File: src/rtl/mod_det_pkg.sv
// Shared types and mode constants for the mod-N event detector.
// The detector top and its event-generator sub-module both import this package.
package mod_det_pkg;

   typedef enum logic [0:0] {
      ST_IDLE = 1'b0,
      ST_RUN  = 1'b1
   } state_t;

   localparam int MODE_LEVEL = 32'sd0;
   localparam int MODE_EDGE  = 32'sd1;
   localparam int SAT_WRAP   = 32'sd0;
   localparam int SAT_HOLD   = 32'sd1;

   // Group completion happens when the phase reaches its last slot.
   // Using >= also recovers from an out-of-range phase value.
   function automatic logic phase_is_last(input int unsigned ph, input int unsigned last_ph);
      return (ph >= last_ph);
   endfunction

endpackage

File: src/rtl/ain_event_gen.sv
// Samples the serial input and qualifies events in either level or rising-edge mode.
// Events are gated by reset so that a combinational strobe downstream stays low while reset is held.
module ain_event_gen
   import mod_det_pkg::*;
#(
   parameter int EDGE_MODE = MODE_LEVEL
) (
   input  logic clk,
   input  logic reset,
   input  logic en,
   input  logic ain,
   output logic ev
);

   logic ain_q_r;
   logic raw_s;

   // Previous-cycle copy of ain; it keeps sampling during clear and while en is low.
   always_ff @(posedge clk or negedge reset) begin
      if (!reset) begin
         ain_q_r <= 1'b0;
      end else begin
         ain_q_r <= ain;
      end
   end

   // Raw event, then qualified by en and masked by reset.
   always_comb begin
      raw_s = 1'b0;
      if (EDGE_MODE == MODE_EDGE) begin
         raw_s = ain & ~ain_q_r;
      end else begin
         raw_s = ain;
      end
      ev = raw_s & en & reset;
   end

endmodule

File: src/rtl/mod_n_event_detector.sv
// Counts qualified events on ain and strobes yout on every MOD-th event of a group.
// Holds the two-state FSM, phase and event counters, sticky overflow and the output stage.
module mod_n_event_detector
   import mod_det_pkg::*;
#(
   parameter  int MOD       = 32'sd3,
   parameter  int CNT_W     = 32'sd4,
   parameter  int EDGE_MODE = MODE_LEVEL,
   parameter  int SAT       = SAT_WRAP,
   parameter  int REG_OUT   = 32'sd0,
   localparam int PH_W      = $clog2(MOD)
) (
   input  logic             clk,
   input  logic             reset,
   input  logic             en,
   input  logic             clr,
   input  logic             ain,
   output logic             yout,
   output logic [CNT_W-1:0] count,
   output logic             ovf,
   output logic [PH_W-1:0]  phase,
   output logic             busy
);

   localparam logic [PH_W-1:0]  PH_LAST = PH_W'(MOD - 1);
   localparam logic [CNT_W-1:0] CNT_MAX = {CNT_W{1'b1}};

   state_t           state_r, state_s;
   logic [PH_W-1:0]  phase_r, phase_s;
   logic [CNT_W-1:0] count_r, count_s;
   logic             ovf_r, ovf_s;
   logic             done_s;
   logic             yreg_r;
   logic             ev_s;

   ain_event_gen #(
      .EDGE_MODE(EDGE_MODE)
   ) u_ain_event_gen (
      .clk  (clk),
      .reset(reset),
      .en   (en),
      .ain  (ain),
      .ev   (ev_s)
   );

   // Next-state, phase, count and overflow; clear beats any event in the same cycle.
   always_comb begin
      state_s = state_r;
      phase_s = phase_r;
      count_s = count_r;
      ovf_s   = ovf_r;
      done_s  = 1'b0;
      if (clr) begin
         state_s = ST_IDLE;
         phase_s = '0;
         count_s = '0;
         ovf_s   = 1'b0;
      end else if (ev_s) begin
         case (state_r)
            ST_IDLE: begin
               state_s = ST_RUN;
               phase_s = PH_W'(1'b1);
            end
            ST_RUN: begin
               if (phase_is_last(32'(phase_r), 32'(PH_LAST))) begin
                  phase_s = '0;
                  done_s  = 1'b1;
               end else begin
                  phase_s = phase_r + PH_W'(1'b1);
               end
            end
            default: begin
               state_s = ST_IDLE;
               phase_s = '0;
            end
         endcase
         if (count_r == CNT_MAX) begin
            ovf_s   = 1'b1;
            count_s = (SAT == SAT_HOLD) ? CNT_MAX : '0;
         end else begin
            count_s = count_r + CNT_W'(1'b1);
         end
      end else begin
         state_s = state_r;
      end
   end

   // State registers, including the delayed completion strobe.
   always_ff @(posedge clk or negedge reset) begin
      if (!reset) begin
         state_r <= ST_IDLE;
         phase_r <= '0;
         count_r <= '0;
         ovf_r   <= 1'b0;
         yreg_r  <= 1'b0;
      end else begin
         state_r <= state_s;
         phase_r <= phase_s;
         count_r <= count_s;
         ovf_r   <= ovf_s;
         yreg_r  <= done_s;
      end
   end

   // Output stage: Mealy strobe or its registered copy.
   always_comb begin
      if (REG_OUT != 0) begin
         yout = yreg_r;
      end else begin
         yout = done_s;
      end
      count = count_r;
      ovf   = ovf_r;
      phase = phase_r;
      busy  = (state_r == ST_RUN);
   end

endmodule
File: config.mk
export PLATFORM = sky130hd
export DESIGN_NAME = mod_n_event_detector
export DESIGN_NICKNAME = d
export VERILOG_FILES = /design/src/rtl/mod_det_pkg.sv /design/src/rtl/ain_event_gen.sv /design/src/rtl/mod_n_event_detector.sv
export SDC_FILE = /design/constraint.sdc
export NUM_CORES = 1
export LEC_CHECK = 0
export ABC_CLOCK_PERIOD_IN_PS = 1270
export CORE_AREA = 2 2 39 41
export DETAILED_ROUTE_END_ITERATION = 10
export DIE_AREA = 0 0 41 43
export PLACE_DENSITY_LB_ADDON = 0.2
export SLEW_MARGIN = 10
export SYNTH_ARGS = -nofsm -noshare
export SYNTH_HDL_FRONTEND = slang
export SYNTH_SLANG_ARGS = --single-unit
File: constraint.sdc
create_clock -name clk -period 1.27 [get_ports clk]
set_clock_uncertainty 0.1 [all_clocks]
set_input_delay 0.1905 -clock clk [delete_from_list [all_inputs] [get_ports clk]]
set_output_delay 0.1905 -clock clk [all_outputs]
set_load 0.005 [all_outputs]
# ---- Yosys cells after proc, flatten, opt, wreduce, memory -nomap -nowiden
# Index checks and enable logic that the tools add are counted.
dict set report totals {
  register_bits 8
  word_cells 30
  in_bits 5
  output_inout_bits 9
}
dict set report classes {
  muxes 16
  addsub 2
  n_bitwise 3
  n_eq_ne 1
  n_lt_le_gt_ge 1
  reduce_logical 3
}
# op n
set ops {}
lappend ops {{$mux 4} 3}
lappend ops {{$mux 1} 9}
lappend ops {{$mux 2} 3}
lappend ops {{$add 4x1->4 const B} 1}
lappend ops {{$eq 4x4->1 const B} 1}
lappend ops {{$pmux 2 s2} 1}
lappend ops {{$reduce_bool 2->1} 2}
lappend ops {{$add 2x1->2 const B} 1}
lappend ops {{$and 1x1->1} 2}
lappend ops {{$ge 2x2->1 const B} 1}
lappend ops {{$reduce_and 2->1} 1}
lappend ops {{$not 1->1} 1}

# ---- Logic depth before layout (Yosys ltp)
# Gate-level depths: netlist of run 1.
dict set report depth {
  depth_word 5
  depth_mapped 4
  ltp_nobuf 4
}

# ---- By module
# Synthesis of run 1 repeated with hierarchy kept, for this count alone.
dict set report unflattened {
  cells_unflattened 39
  area_unflattened_um2 381.6
}
# module area_per_inst_um2 cells_per_inst instances seq_area_each_um2
set by_module_without_submodules {}
lappend by_module_without_submodules {mod_n_event_detector 375.4 38 1 200.2}
lappend by_module_without_submodules {ain_event_gen 6.3 1 1 0.0}

# ---- Least setup slack after synthesis of run 1
# No wires, ideal clock.
dict set report synth_timing {
  kind {register to register}
  start {register count_r[0] (netlist: count[0])}
  end {register count_r[0] (netlist: count[0])}
  required_ps 1096
  t_arrival_ps 1203
  setup_ps 74
  synth_period_minus_slack_ps 1377
  setup_slack_ps -107
  stages_incl_launch_ff 5
  n_path_buf 0
  cell_sequence {dfrtp_1 -> ha_1 -> and3_1 -> or3_1 -> a21oi_2}
}
dict set report synth_via {
  elab_chain_cells 4
  word_cells_on_any_way 5
  cone_classes {add/sub: 1; eq/ne: 1; mux: 3}
}
# element line
set synth_lines {}
lappend synth_lines {{start, declared} mod_n_event_detector.sv:30} ;# logic [CNT_W-1:0] count_r, count_s;
lappend synth_lines {{start signal, assigned} mod_n_event_detector.sv:99} ;# count_r <= count_s;
lappend synth_lines {{$add 4x1->4 or $eq 4x4->1 (tied branches)} {mod_n_event_detector.sv:81, mod_n_event_detector.sv:77}}
lappend synth_lines {{$mux 4 (*)} mod_n_event_detector.sv:77} ;# if (count_r == CNT_MAX) begin
lappend synth_lines {{$mux 4 (*)} mod_n_event_detector.sv:58} ;# end else if (ev_s) begin
lappend synth_lines {{$mux 4 (*)} mod_n_event_detector.sv:53} ;# if (clr) begin
# Mark *: on every way between the ends. The rest lies on a longest branch, timed or not. The select of a mux whose other input is x is not followed.
# A chain may end at the register's enable or synchronous reset.

# ---- Worst setup path in the final report of run 1
dict set report layout_timing {
  start {register count_r[1] (netlist: count[1])}
  end {register count_r[0] (netlist: count[0])}
}
dict set report layout_via {
  elab_chain_cells 4
}
# element line
set layout_lines {}
lappend layout_lines {{$eq 4x4->1} mod_n_event_detector.sv:77}
lappend layout_lines {{$mux 4} mod_n_event_detector.sv:77}
lappend layout_lines {{$mux 4} mod_n_event_detector.sv:58}
lappend layout_lines {{$mux 4} mod_n_event_detector.sv:53}
# No other way between the ends. The select of a mux whose other input is x is not followed.

==> impl_metrics.toml, run 1 <==
[die]
ios = 14
fp.dieH_um = 43
die-area_um2 = 1763
rows = 14
die-width_um = 41
floorplan.initialDensity_pct = 27.58
core_um2 = 1384

[global_routing]
grt_max_degree = 9
grt_pass1_wl_um = 1607
grt_pass1_vias = 383
antenna_found_initial = 0
grt-ovfl-total = 0
globalRouteTotalUtil_pct = 14.01

[run_status]
failed_checks = "setup timing"
status = "finished, violations left"

[routing]
vias = 408
drtIter0Drc = 10
wl_um = 978
vias_per_cell = 4.690
drtPass1Iterations = 4
wire_per_inst_um = 11.24
postRouteAntennaNets = 0
drc = 0

[sta]
finalCriticalPeriod_ns = 1.394
fin_crit_sh_pct = 109.8
slew_headroom_pct = 74.23
tightest_slew_ns = 0.3853
final_max_slew_viol_count = 0
rsz0062_at_grt = "yes"
hold_viol_final = 0
setup_viol = 4
timing.final.ws_setup_ns = -0.1240
fmax_mhz = 717.4

[clocking]
cts_tree = "done"
clk_pin_slew_ns = 0.06
clock_latency_ns = 0.25
numCtsBuffers = 3
h-tree-depth = 1
cts_buffer_depth = 2
cts_root_buffer = "clkbuf_4"
cts_sinks = 8

[worst_setup_path]
worst_path_max_delay_cell = "dfrtp_1"
cp_slowest_stage_delay_ns = 0.38
crit_path_start_kind = "flip-flop"
critPathKind = "flip-flop to flip-flop"
required_ns = 1.36
crit_family = "simple AND/OR/NAND/NOR gates"
worstPathMaxFanout = 2
path_buf_inv = 1
startpoint = "count[1]"
critPathArrivalTime_ns = 1.48
rr_startpoint = "count[1]"
path_cells = "buf_6 > ha_4 > and3_4 > or3_4 > a21oi_2"
crit_path_end_kind = "flip-flop"

[synth]
ys_types = 16
synth_area_um2 = 381.6
syn_avg_cell_area_um2 = 9.308
synth-async-reset-ratio_pct = 100.0
ys_ff_latch = 8
ys_seq_area_share_pct = 52.46
syn-num-nets = 47
yosys_warnings = 0
netlist_instances = 41
synthFlopType = "dfrtp_1"
synth-edff-count = 0

[placement]
port_buffers = 13
finalWeightedCongestion = 0.6515
placement.setup.worst_slack_ns = -0.5604
hpwl_um = 700
place_inst = 78

[worst_hold_path]
hp-start = "ovf"
hold_path.class = "flip-flop to flip-flop"

[power]
static-leakage-power_nw = 0.3276
ir_worst_vdd_uv = 490.2
power_mw = 0.5289
p_per_area_nw_per_um2 = 781.4

[finish]
final_layout_size_suffix_gt1_share_pct = 43.66
final_common_cell = "buf_4"
final_cells = 87
area_delta_synth_final_pct = 77.38
n_antenna_cell = 0
layout_common_cells = "buf_4 (11), dfrtp_1 (8), dlygate4sd2_1 (7)"
nets = 79

[job]
drv.max_cap_violation_count = 0
==> what timing repair did <==
| item | in CTS | in global routing |
|---|---|---|
| hold buffers | 1 | 0 |
| endpoints found under the hold margin | 8 | 0 |
| resized for setup | 26 | 6 |
| endpoints found under the setup margin | 13 | 9 |
| pin swaps | 1 | 1 |
| buffers inserted | 5 | 0 |
==> per-layer routing <==
layer	track usage, %	share of wire, %	wire, µm	vias up
met5	0	0	0	-
met3	5.236	5.6	55	2
met1	18.33	46	452	188
met2	19.06	47	461	11
met4	8.000	0.92	9	0
li1	-	-	-	207
==> Yosys cell counts (2+ instances only) <==
master	count	share of area [%]
nand4_1	2	3.3
o21ai_0	2	2.6
a21oi_1	5	6.6
or3_1	2	3.3
nor2_1	6	5.9
nor3_1	2	2.6
dfrtp_1	8	52
nand2_1	6	5.9
==> cell families (layout without fill, tap and decap cells) <==
family	count (synthesis)	in the layout	synth area share (%)
compound gates	8	8	11.47
flops	8	8	52.46
simple gates	22	22	29.51
buf+inv	1	31	0.9827
xor+xnor	1	1	2.296
fa+ha+maj	1	1	3.278
==> worst paths after layout <==
check,endpoint,slack (ns),depth (start not counted)
min reg2reg,ovf,0.41,2
max,count[0],-0.12,5
max in group asynchronous,ovf,0.22,3
max reg2reg,count[0],-0.12,5
min,ovf,0.41,2
min in group asynchronous,count[0],0.57,3
==> flip-flops by register name, summed over array words and instances (netlist names) <==
signal / count
count: 4
phase: 2
busy: 1
ovf: 1
==> layout make-up <==
class | count | area (µm²)
tap | 16 | 20.02
clock buffer | 3 | 22.52
fill | 139 | 706.9
timing repair buffer | 28 | 222.7
sequential | 8 | 200.2
multi-input combinational | 32 | 211.5
==> metrics by stage <==
stage / util (%) / TNS (ns) / instance area (µm²) / hold WS [ns]
6_report: 48.92 / -0.1720 / 676.9 / 0.4101
3_5_place_dp: 43.22 / -2.852 / 598.1 / 0.3998
5_1_grt: 48.92 / -0.3846 / 676.9 / 0.4479
4_1_cts: 49.91 / -0.2949 / 690.7 / 0.4128
3_3_place_gp: 43.22 / -2.941 / 598.1 / 0.3904
2_1_floorplan: - / -0.06945 / 384.1 / -0.2051
==> power breakdown <==
group | switching, mW | internal, mW | total, mW
Combinational | 0.0348 | 0.0373 | 0.0721
Clock | 0.0852 | 0.108 | 0.193
Sequential | 0.00319 | 0.260 | 0.264
==> worst register-to-register path, stage by stage (launching register included) <==
cell     delay, ns
dfrtp_1       0.38
buf_6         0.12
ha_4          0.15
and3_4        0.14
or3_4         0.32
a21oi_2       0.11
No activity file was read; power rests on OpenSTA's default activity.
==> inputs of run 2 (changes only) <==
==> constraint.sdc (replaced) <==
create_clock -name clk -period 1.27 [get_ports clk]
set_clock_uncertainty 0.1 [all_clocks]
set_input_delay 0.1905 -clock clk [delete_from_list [all_inputs] [get_ports clk]]
set_output_delay 0.1905 -clock clk [all_outputs]
set_load 0.05 [all_outputs]
==> run 2 against run 1 <==
The run still ends with setup timing left. Core utilization up 11 points. Clock power hardly changed. Fmax up 3.4%. Sequential share of layout area decreased by 4.6 points. Sequential power about the same. Sequential cell count unchanged. Design area increased by 23%. Combinational power increased by 58%. Critical path depth decreased by 1. Highest routed layer unchanged.
==> impl_metrics.toml, run 2 (same netlist as run 1, synthesis figures left out) <==
[finish]
final_area_um2 = 833.3
final_common_cell = "buf_4"
area_delta_synth_final_pct = 118.4
layout_common_cells = "buf_4 (13), buf_12 (9), nor2_1 (6), dfrtp_2 (6), nand2_1 (5)"
nFillCells = 118
multi_input_area_um2 = 216.5
n_antenna_cell = 0
largest_reg_flops = 4
final_layout_size_suffix_gt1_share_pct = 56.76
regArea_um2 = 207.7
nets = 82
utilization_pct = 60.22

[worst_setup_path]
worstPathMaxFanout = 2
worst-r2r-setup-slack_ns = -0.08
reg2reg_depth = 4
cp_slowest_stage_delay_ns = 0.42
critPathKind = "flip-flop to flip-flop"
rr_startpoint = "count[1]"
crit_path_start_kind = "flip-flop"
path_cells = "ha_4 > and3_4 > or3_1 > a21oi_2"
worst_path_max_delay_cell = "dfrtp_2"
required_ns = 1.34
critPathArrivalTime_ns = 1.42
r2r-end = "count[0]"
crit_path_end_kind = "flip-flop"

[sta]
final_max_slew_viol_count = 0
fmax_mhz = 742.1
hold_viol_final = 0
finalCriticalPeriod_ns = 1.348
finalSetupTns_ns = -0.08910
rsz0062_at_grt = "yes"
timing.final.ws_setup_ns = -0.07754
tightest_slew_ns = 0.1884
slew_headroom_pct = 87.44
fin_crit_sh_pct = 106.1
setup_viol = 2

[global_routing]
grt_max_degree = 9
grt_pass1_vias = 407
grt-ovfl-total = 0
grt_pass1_wl_um = 1628
grt_most_used_layer = "met2"
use_met3_pct = 3.141
antenna_found_initial = 0
globalRouteTotalUtil_pct = 14.23
use_met2_pct = 21.56
use_met1_pct = 16.72

[routing]
wl_um = 1013
wire_per_inst_um = 11.26
drtPass1Iterations = 2
vias_per_cell = 4.800
drc = 0
drtIter0Drc = 2
vias = 432
postRouteAntennaNets = 0

[clocking]
clock_latency_ns = 0.25
cts_tree = "done"
h-tree-depth = 1
clk_pin_slew_ns = 0.06
cts_root_buffer = "clkbuf_4"
numCtsBuffers = 3
cts_sinks = 8
cts_buffer_depth = 2

[power]
power_mw = 0.5744
ir_worst_vdd_uv = 474.4
p_per_area_nw_per_um2 = 689.3
static-leakage-power_nw = 0.3500

[die]
die-width_um = 41
core_um2 = 1384
fp.dieH_um = 43
floorplan.initialDensity_pct = 27.58
die-area_um2 = 1763
rows = 14
ios = 14

[placement]
hpwl_um = 770.9
finalWeightedCongestion = 0.7045
port_buffers = 13
dpl_cell_area_um2 = 754.5

[run_status]
failed_checks = "setup timing"
status = "finished, violations left"

[job]
drv.max_cap_violation_count = 0

[worst_hold_path]
hold_path.class = "input port to async pin"
## run 2: cell types whose count changed in the layout (fill, tap and decap cells not counted), moves of 2 or more
| cell | before | now |
|---|---|---|
| buf_12 | 0 | 9 |
| dfrtp_1 | 8 | 2 |
| dfrtp_2 | 0 | 6 |
| clkbuf_2 | 4 | 0 |
| dlygate4sd2_1 | 7 | 3 |
| buf_4 | 11 | 13 |
| dlygate4sd3_1 | 1 | 3 |
## run 2: area by class of cell
type,instances,area share (%)
Tap cell,16,2.402
Multi-Input combinational cell,32,25.98
Clock buffer,3,2.703
Sequential cell,8,24.92
Timing Repair Buffer,31,43.99
## run 2: through the flow
| step | std cells | hold slack [ns] | setup slack [ns] |
|---|---|---|---|
| 2_1_floorplan | 41 | -0.2051 | -0.1963 |
| 3_3_place_gp | 83 | 0.4580 | -0.3264 |
| 3_5_place_dp | 83 | 0.4543 | -0.3319 |
| 4_1_cts | 90 | 0.02993 | -0.07850 |
| 5_1_grt | 90 | 0.05308 | -0.1109 |
| 6_report | 90 | 0.03114 | -0.07754 |
## run 2: worst max path at each step
stage,startpoint,to,slack (ns),cells past startpoint
6_report,count[1],count[0],-0.08,4
5_1_grt,count[0],count[0],-0.11,4
4_1_cts,count[1],count[0],-0.08,4
3_5_place_dp,reset,count[0],-0.33,4
3_3_place_gp,reset,count[0],-0.33,4
2_1_floorplan,count[1],count[0],-0.20,4
## run 2: critical path, delay by kind of cell, from the launching register on
kind	cells	cell delay (ns)
fa+ha+maj	1	0.16
simple gates	2	0.45
compound gates	1	0.13
flops	1	0.42
## run 2: where the power goes
part | switching (mW) | internal (mW) | leakage [nW]
Clock | 0.0862 | 0.108 | 0.0138
Combinational | 0.0558 | 0.0581 | 0.236
Sequential | 0.00551 | 0.261 | 0.101
Total | 0.147 | 0.427 | 0.350
## run 2: routing by layer
metal / wire length [µm] / up-vias
met5: 0 / -
met3: 34 / 4
met1: 440 / 204
met4: 25 / 0
li1: - / 215
met2: 513 / 9
## run 2: timing repair
action	4_1_cts	5_1_grt
setup buffers	1	0
pin swaps	2	3
endpoints found under the setup margin	6	8
gates resized for setup	7	4
hold buffers	3	0
endpoints found under the hold margin	6	0
